==> src/rtl/glb_load_scheduler.sv <==
// -----------------------------------------------------------------------------
// glb_load_scheduler
//
// Purpose: sequences DRAM -> GLB loads for up to three tensor types (FILTER,
// BIAS, IFMAP). A start pulse latches a type mask and per-type word counts.
// Each pending type is then handled in fixed order: one DRAM read request,
// then a stream of beats written to GLB addresses 0..N-1, then a one-cycle
// gap. A one-cycle done pulse closes the sequence.
//
// Handshake semantics (every valid/ready pair here): a transfer happens on a
// rising core_clk edge where valid and ready are both 1. Once valid is raised,
// the producer holds valid and its payload stable until that transfer. Valid
// never depends combinationally on ready.
//
// Ports:
//   core_clk, reset                   clock, async active-high reset
//   start, load_mask, *_words         launch pulse + config (sampled in IDLE)
//   dram_req_valid/ready/type/words   DRAM read-request channel
//   dram_rvalid/rready/rdata          DRAM read-data stream
//   glb_wr_valid/ready/type/addr/data GLB write port (one-entry output reg)
//   busy, done                        status: busy outside IDLE, done pulse
//   dbg_state                         current FSM state encoding
// -----------------------------------------------------------------------------
module glb_load_scheduler #(
  parameter int DATA_WIDTH = 64,
  parameter int ADDR_WIDTH = 16
) (
  input  logic                  core_clk,
  input  logic                  reset,
  input  logic                  start,
  input  logic [2:0]            load_mask,
  input  logic [ADDR_WIDTH-1:0] filter_words,
  input  logic [ADDR_WIDTH-1:0] bias_words,
  input  logic [ADDR_WIDTH-1:0] ifmap_words,
  output logic                  dram_req_valid,
  input  logic                  dram_req_ready,
  output logic [1:0]            dram_req_type,
  output logic [ADDR_WIDTH-1:0] dram_req_words,
  input  logic                  dram_rvalid,
  output logic                  dram_rready,
  input  logic [DATA_WIDTH-1:0] dram_rdata,
  output logic                  glb_wr_valid,
  input  logic                  glb_wr_ready,
  output logic [1:0]            glb_wr_type,
  output logic [ADDR_WIDTH-1:0] glb_wr_addr,
  output logic [DATA_WIDTH-1:0] glb_wr_data,
  output logic                  busy,
  output logic                  done,
  output logic [2:0]            dbg_state
);

  localparam logic [1:0] TYPE_FILTER = 2'd0;
  localparam logic [1:0] TYPE_BIAS   = 2'd1;
  localparam logic [1:0] TYPE_IFMAP  = 2'd2;

  typedef enum logic [2:0] {
    ST_IDLE   = 3'd0,
    ST_SELECT = 3'd1,
    ST_REQ    = 3'd2,
    ST_XFER   = 3'd3,
    ST_DRAIN  = 3'd4,
    ST_GAP    = 3'd5,
    ST_DONE   = 3'd6
  } state_t;

  state_t                state;
  logic [2:0]            mask_q;
  logic [ADDR_WIDTH-1:0] filter_q;
  logic [ADDR_WIDTH-1:0] bias_q;
  logic [ADDR_WIDTH-1:0] ifmap_q;
  logic [ADDR_WIDTH-1:0] counter;

  logic [2:0]            nonzero;
  logic [2:0]            pending;
  logic                  any_pending;
  logic [1:0]            sel_type;
  logic [ADDR_WIDTH-1:0] sel_words;
  logic [2:0]            type_bit;
  logic [ADDR_WIDTH-1:0] cnt_next;
  logic                  beat;
  logic                  wr_hs;

  // A type with a zero word count is never pending; SELECT drops its mask
  // bit in the same cycle it picks the next real type.
  assign nonzero     = {(ifmap_q != '0), (bias_q != '0), (filter_q != '0)};
  assign pending     = mask_q & nonzero;
  assign any_pending = |pending;

  always_comb begin
    sel_type  = TYPE_IFMAP;
    sel_words = ifmap_q;
    if (pending[0]) begin
      sel_type  = TYPE_FILTER;
      sel_words = filter_q;
    end else if (pending[1]) begin
      sel_type  = TYPE_BIAS;
      sel_words = bias_q;
    end
  end

  // dram_req_type holds the type currently being transferred.
  assign type_bit = 3'b001 << dram_req_type;
  // Counter wraps naturally at ADDR_WIDTH bits, so a count of 2^W-1 works.
  assign cnt_next = counter + 1'b1;

  // Accept a beat only when the output register is empty or draining this
  // cycle, so a new beat can replace the drained entry without a bubble.
  assign dram_rready = (state == ST_XFER) && (!glb_wr_valid || glb_wr_ready);
  assign beat        = dram_rvalid && dram_rready;
  assign wr_hs       = glb_wr_valid && glb_wr_ready;

  assign busy      = (state != ST_IDLE);
  assign dbg_state = state;

  always_ff @(posedge core_clk or posedge reset) begin
    if (reset) begin
      state          <= ST_IDLE;
      mask_q         <= '0;
      filter_q       <= '0;
      bias_q         <= '0;
      ifmap_q        <= '0;
      counter        <= '0;
      dram_req_valid <= 1'b0;
      dram_req_type  <= '0;
      dram_req_words <= '0;
      glb_wr_valid   <= 1'b0;
      glb_wr_type    <= '0;
      glb_wr_addr    <= '0;
      glb_wr_data    <= '0;
      done           <= 1'b0;
    end else begin
      done <= 1'b0;
      case (state)
        ST_IDLE: begin
          if (start) begin
            mask_q   <= load_mask;
            filter_q <= filter_words;
            bias_q   <= bias_words;
            ifmap_q  <= ifmap_words;
            state    <= ST_SELECT;
          end
        end
        ST_SELECT: begin
          if (any_pending) begin
            mask_q         <= pending;
            dram_req_type  <= sel_type;
            dram_req_words <= sel_words;
            dram_req_valid <= 1'b1;
            counter        <= '0;
            state          <= ST_REQ;
          end else begin
            mask_q <= '0;
            done   <= 1'b1;
            state  <= ST_DONE;
          end
        end
        ST_REQ: begin
          if (dram_req_ready) begin
            dram_req_valid <= 1'b0;
            state          <= ST_XFER;
          end
        end
        ST_XFER: begin
          if (beat) begin
            glb_wr_valid <= 1'b1;
            glb_wr_data  <= dram_rdata;
            glb_wr_addr  <= counter;
            glb_wr_type  <= dram_req_type;
            counter      <= cnt_next;
            if (cnt_next == dram_req_words) begin
              state <= ST_DRAIN;
            end
          end else if (wr_hs) begin
            glb_wr_valid <= 1'b0;
          end
        end
        ST_DRAIN: begin
          // The last beat always leaves glb_wr_valid set on entry here.
          if (glb_wr_ready) begin
            glb_wr_valid <= 1'b0;
            mask_q       <= mask_q & ~type_bit;
            state        <= ST_GAP;
          end
        end
        ST_GAP: begin
          state <= ST_SELECT;
        end
        ST_DONE: begin
          state <= ST_IDLE;
        end
        default: begin
          state <= ST_IDLE;
        end
      endcase
    end
  end

endmodule
==> config.mk <==
export PLATFORM = sky130hd
export DESIGN_NAME = glb_load_scheduler
export DESIGN_NICKNAME = d
export VERILOG_FILES = /design/src/rtl/glb_load_scheduler.sv
export SDC_FILE = /design/constraint.sdc
export NUM_CORES = 1
export LEC_CHECK = 0
export CORE_ASPECT_RATIO = 0.5
export CORE_UTILIZATION = 65
export DETAILED_ROUTE_END_ITERATION = 10
export DONT_BUFFER_PORTS = 1
export PLACE_DENSITY = 0.87
export SETUP_SLACK_MARGIN = 0.2
export SYNTH_ARGS = -nofsm -noshare
export SYNTH_HDL_FRONTEND = slang
export SYNTH_SLANG_ARGS = --single-unit
==> constraint.sdc <==
create_clock -name core_clk -period 15.1 [get_ports core_clk]
set_input_delay 2.265 -clock core_clk [delete_from_list [all_inputs] [get_ports core_clk]]
set_output_delay 2.265 -clock core_clk [all_outputs]
set_load 0.01 [all_outputs]
## After elaboration in Yosys (flattened, before gate mapping)

Cells that the tools add are included.

- Mux-type cells: 27
- Equal/unequal tests: 13
- Reductions and logical operators: 23
- Bitwise gates (word level): 3
- Add/subtract/negate cells: 1
- Shift-type cells: 1

Operators with widths:

| operator | number |
|---|---|
| $mux 16 | 4 |
| $reduce_bool 16->1 | 3 |
| $pmux 16 s2 | 1 |
| $mux 3 | 9 |
| $pmux 3 s6 | 1 |
| $add 16x1->16 const B | 1 |
| $eq 16x16->1 | 1 |
| $reduce_and 3->1 | 4 |
| $ne 2x2->1 const B | 5 |
| $pmux 3 s3 | 1 |
| $mux 1 | 7 |
| $and 3x3->3 | 2 |
| $eq 3x2->1 const B | 2 |
| $eq 3x3->1 const B | 2 |
| $reduce_and 2->1 | 3 |
| $reduce_bool 2->1 | 3 |
| $reduce_bool 3->1 | 2 |
| $reduce_and 5->1 | 1 |
| $mux 2 | 2 |
| $pmux 1 s2 | 2 |
| $eq 3x1->1 const B | 1 |
| $logic_and 1x1->1 | 3 |
| $logic_not 3->1 | 1 |
| $ne 3x3->1 const B | 1 |
| other kinds (6) | 6 |

- Word-level logic and storage cells: 82
- Bits in registers: 173
- Input bits: 121

## Depth between registers and ports, before layout

- Word-level depth: 6
- Mapped depth: 8
- Depth with buffers taken out: 7

## Worst setup path before layout

OpenSTA, ideal clock, no wires.

- Kind: input port to output port
- Start point: input port glb_wr_ready
- End point: output port dram_rready
- Buffers on the path: 0
- Slack: 10.246 ns
- Arrival time: 2.589 ns
- Required time: 12.835 ns
- Cell stages on the path: 2
- Path through: nand2b_1 -> and2_1

- Longest elaborated chain between the ends: 2

RTL lines:

| item | line | RTL |
|---|---|---|
| from (decl) | 43 | `input logic glb_wr_ready,` |
| $logic_or 1x1->1 | 108 | `assign dram_rready = (state == ST_XFER) && (!glb_wr_valid \|\| glb_wr_ready);` |
| $logic_and 1x1->1 | 108 |  |
| to (decl) | 40 | `output logic dram_rready,` |

Every way passes these cells.

## Worst setup path in the final report

Same ends and word-level chain as after synthesis.

==> impl_metrics.env <==
export IMPL_outcome="finished, final reports clean"
export IMPL_cts_hold_buffers=0
export IMPL_ys_seq_area_share_pct=56.0
export IMPL_numCtsBuffers=17
export IMPL_vias_per_cell=5.94
export IMPL_dpl_worst_slack_ns=10.17
export IMPL_dieArea_sq_um=12400
export IMPL_synthSimpleGateAreaFrac_pct=22.1
export IMPL_synth_instances=799
export IMPL_num_nets_final=902
export IMPL_drt_first_iter_violations=545
export IMPL_cell_family_contributing_the_most_delay_on_the_critical_path="simple AND/OR/NAND/NOR gates"
export IMPL_fin_ws_ns=10.16
export IMPL_period_share_pct=32.7
export IMPL_num_io_pins=229
export IMPL_grtUsageMet1_pct=38.8
export IMPL_tightestPinTransition_ns=0.990
export IMPL_synth_enable_flop_cells=0
export IMPL_cts_sink_count=173
export IMPL_route_final_wire_length_um=17800
export IMPL_number_of_global_route_vias_before_repair=5564
export IMPL_fin_skew_ns=0.0115
export IMPL_drc=0
export IMPL_die_height_um=79.1
export IMPL_die_width_um=156
export IMPL_critPathSlowestCell="sky130_fd_sc_hd__and2_1"
export IMPL_source_to_sink_clock_delay_at_the_later_pin_of_the_worst_skew_pair_ns=0.41
export IMPL_fin_worst_hold_slack_ns=0.537
export IMPL_synth_largest_type_area_fraction_pct=56.0
export IMPL_post_synth_xor_area_fraction_pct=2.83
export IMPL_mostFrequentLayoutCell="sky130_fd_sc_hd__nand2_1"
export IMPL_std_cell_rows=27
export IMPL_grt_pass1_wl_um=28600
export IMPL_layout_filler_cells=804
export IMPL_yosys_mux_area_fraction_pct=7.12
export IMPL_gr_usage_met2_pct=49.4
export IMPL_gp_congestion=0.817
export IMPL_cts_buffer_depth=2
export IMPL_numPortBuffers=0
export IMPL_critical_path_cell_chain="nand2b_1 -> and2_1"
export IMPL_postSynth_topFlopCell="sky130_fd_sc_hd__dfrtp_1"
export IMPL_hold_path_class="reg2reg"
export IMPL_globalRoute_busiestLayer="met2"
export IMPL_path_max_fanout=5
export IMPL_synth_compound_gate_area_share_pct=9.32
export IMPL_syn_avg_cell_area_sq_um=9.67
export IMPL_n_antenna_cell=0
export IMPL_netlist_cell_type_count=55
export IMPL_cts_root_buf="sky130_fd_sc_hd__clkbuf_16"
export IMPL_total_power_uw=1790
export IMPL_finalCriticalPeriod_ns=4.94
export IMPL_cts_setup_buffers=0
export IMPL_clkTransAtPathRegs_ns=0.07
export IMPL_setup_violations_final=0
export IMPL_avgRoutedWirePerCell_um=18.7
export IMPL_vdd_ir_drop_max_mv=0.107
export IMPL_report_final_hold_viol_count=0
export IMPL_layout_drive_gt1_share_pct=12.8
export IMPL_most_common_layout_cells="305 x sky130_fd_sc_hd__nand2_1, 173 x sky130_fd_sc_hd__dfrtp_1, 48 x sky130_fd_sc_hd__mux2_2"
export IMPL_register_bit_count_reported_by_yosys=173
export IMPL_cts_tree="yes"
export IMPL_htreeDepth=4
export IMPL_synthToLayoutAreaGrowth_pct=8.68
export IMPL_initial_standard_cell_utilization_of_the_core_pct=68.5
export IMPL_cp_required_ns=12.84
export IMPL_synth_area_sq_um=7730
export IMPL_max_capacitance_violation_count=0
export IMPL_fmaxAchievable_mhz=203
export IMPL_fin_tns_setup_ns=0
export IMPL_globalRouteOverflowTotal=0
export IMPL_synth_largest_area_cell="sky130_fd_sc_hd__dfrtp_1"
export IMPL_final_max_slew_viol_count=0
export IMPL_vias=5652
export IMPL_first_pass_iters=5
export IMPL_pwr_per_cell_area_nw_per_um2=213
export IMPL_cp_start_kind="primary input"
export IMPL_cp_end_kind="output port"
export IMPL_grt_max_degree=103
export IMPL_critical_path_arrival_ns=2.67
export IMPL_largest_family_of_logic_cells_by_synthesized_area="simple AND/OR/NAND/NOR gates"
export IMPL_final_seq_area_sq_um=4330
export IMPL_grt_util_met3_pct=7.81
export IMPL_critPathMaxStageDelay_ns=0.22
export IMPL_leakage_uw=0.00396
export IMPL_total_core_area_sq_um=11300
export IMPL_synth_warnings=0
export IMPL_post_detailed_route_count_of_antenna_violating_nets=0
export IMPL_synth_top_cells_by_area="sky130_fd_sc_hd__dfrtp_1 56%, sky130_fd_sc_hd__nand2_1 15%, sky130_fd_sc_hd__mux2_2 7.0%, sky130_fd_sc_hd__o21ai_0 2.3%, sky130_fd_sc_hd__xnor2_1 2.0%"
export IMPL_synth_adder_area_share_pct=0.162
export IMPL_setup_repair_after_global_routing_missed_its_margin="no"
export IMPL_syn_num_nets=921
export IMPL_postCtsResizedCells=0
export IMPL_multi_input_area_sq_um=3230
export IMPL_ys_async_sr_fraction_pct=100
export IMPL_grtUsageTotal_pct=30.3
export IMPL_max_slew_margin_pct=34.0
export IMPL_detailed_place_hpwl_um=12300
export IMPL_worstSetupPathType="in2out"
export IMPL_grt_antenna_before_repair=0
export IMPL_worst_path_buf_inv=0
power breakdown:
part,leakage [uW],internal (uW),switching [uW],total (uW)
combinational,0.00150,206,271,477
clock,0.000268,250,182,433
sequential,0.00219,648,228,876
total,0.00396,1100,681,1790
state kept, by name, summed over array words and instances (netlist names):
signal	cells
dram_req_valid	1
bias_q	16
glb_wr_data	64
glb_wr_type	2
glb_wr_addr	16
done	1
counter	16
dram_req_type	2
glb_wr_valid	1
filter_q	16
dram_req_words	16
dbg_state	3
ifmap_q	16
mask_q	3
synth_stat cells (all sizes together), types with 3 or more instances:
library cell,instances
nor3,7
dfrtp,173
or4,13
o31ai,5
and2,6
clkbuf,30
o21ai,44
nand3,7
a221o,6
inv,4
a22oi,4
nor2,33
nand2,305
a22o,3
buf,13
o41ai,4
a21oi,32
nor4,6
xnor2,18
xor2,7
mux2,48
nand4,5
path summary, 6_finish.rpt:
| check | start | to | slack, ns | cells after the start |
|---|---|---|---|---|
| setup / recovery | glb_wr_ready | dram_rready | 10.16 | 2 |
| hold / removal | filter_q[0] | filter_q[0] | 0.54 | 1 |
| setup reg to reg | bias_q[11] | dram_req_words[3] | 11.94 | 7 |
| hold reg to reg | filter_q[0] | filter_q[0] | 0.54 | 1 |
| max in group asynchronous | reset | dram_req_words[10] | 11.77 | 2 |
| min in group asynchronous | reset | glb_wr_data[13] | 1.91 | 1 |
per-layer routing:
| layer | wire (um) | up-vias |
|---|---|---|
| met5 | 0 | - |
| met4 | 421 | 0 |
| met3 | 1300 | 33 |
| met2 | 8740 | 221 |
| met1 | 7330 | 2758 |
| li1 | - | 2640 |
kinds of logic (layout without fill, tap and decap cells):
kind of cell / after synthesis / count (layout)
mux: 49 / 49
fa+ha+maj: 1 / 1
buf+inv: 47 / 40
simple gates: 393 / 393
flops: 173 / 173
xor+xnor: 25 / 25
compound gates: 111 / 111
area by class of cell:
type	instances	share of cell area [%]
Clock buffer	20	5.32
Clock inverter	11	1.61
Inverter	4	0.238
Multi-Input combinational cell	579	38.5
Sequential cell	173	51.5
Tap cell	159	2.37
Timing Repair Buffer	5	0.447
stage by stage:
stage / std cells / utilization [%] / instance area (sq um)
detailed placement: 920 / 69.3 / 7820
finish: 951 / 74.5 / 8400
global placement: 920 / 69.3 / 7820
floorplan: 799 / - / 7730
global route: 951 / 74.5 / 8400
CTS: 951 / 74.5 / 8400
No activity file was read; power rests on OpenSTA's default activity.
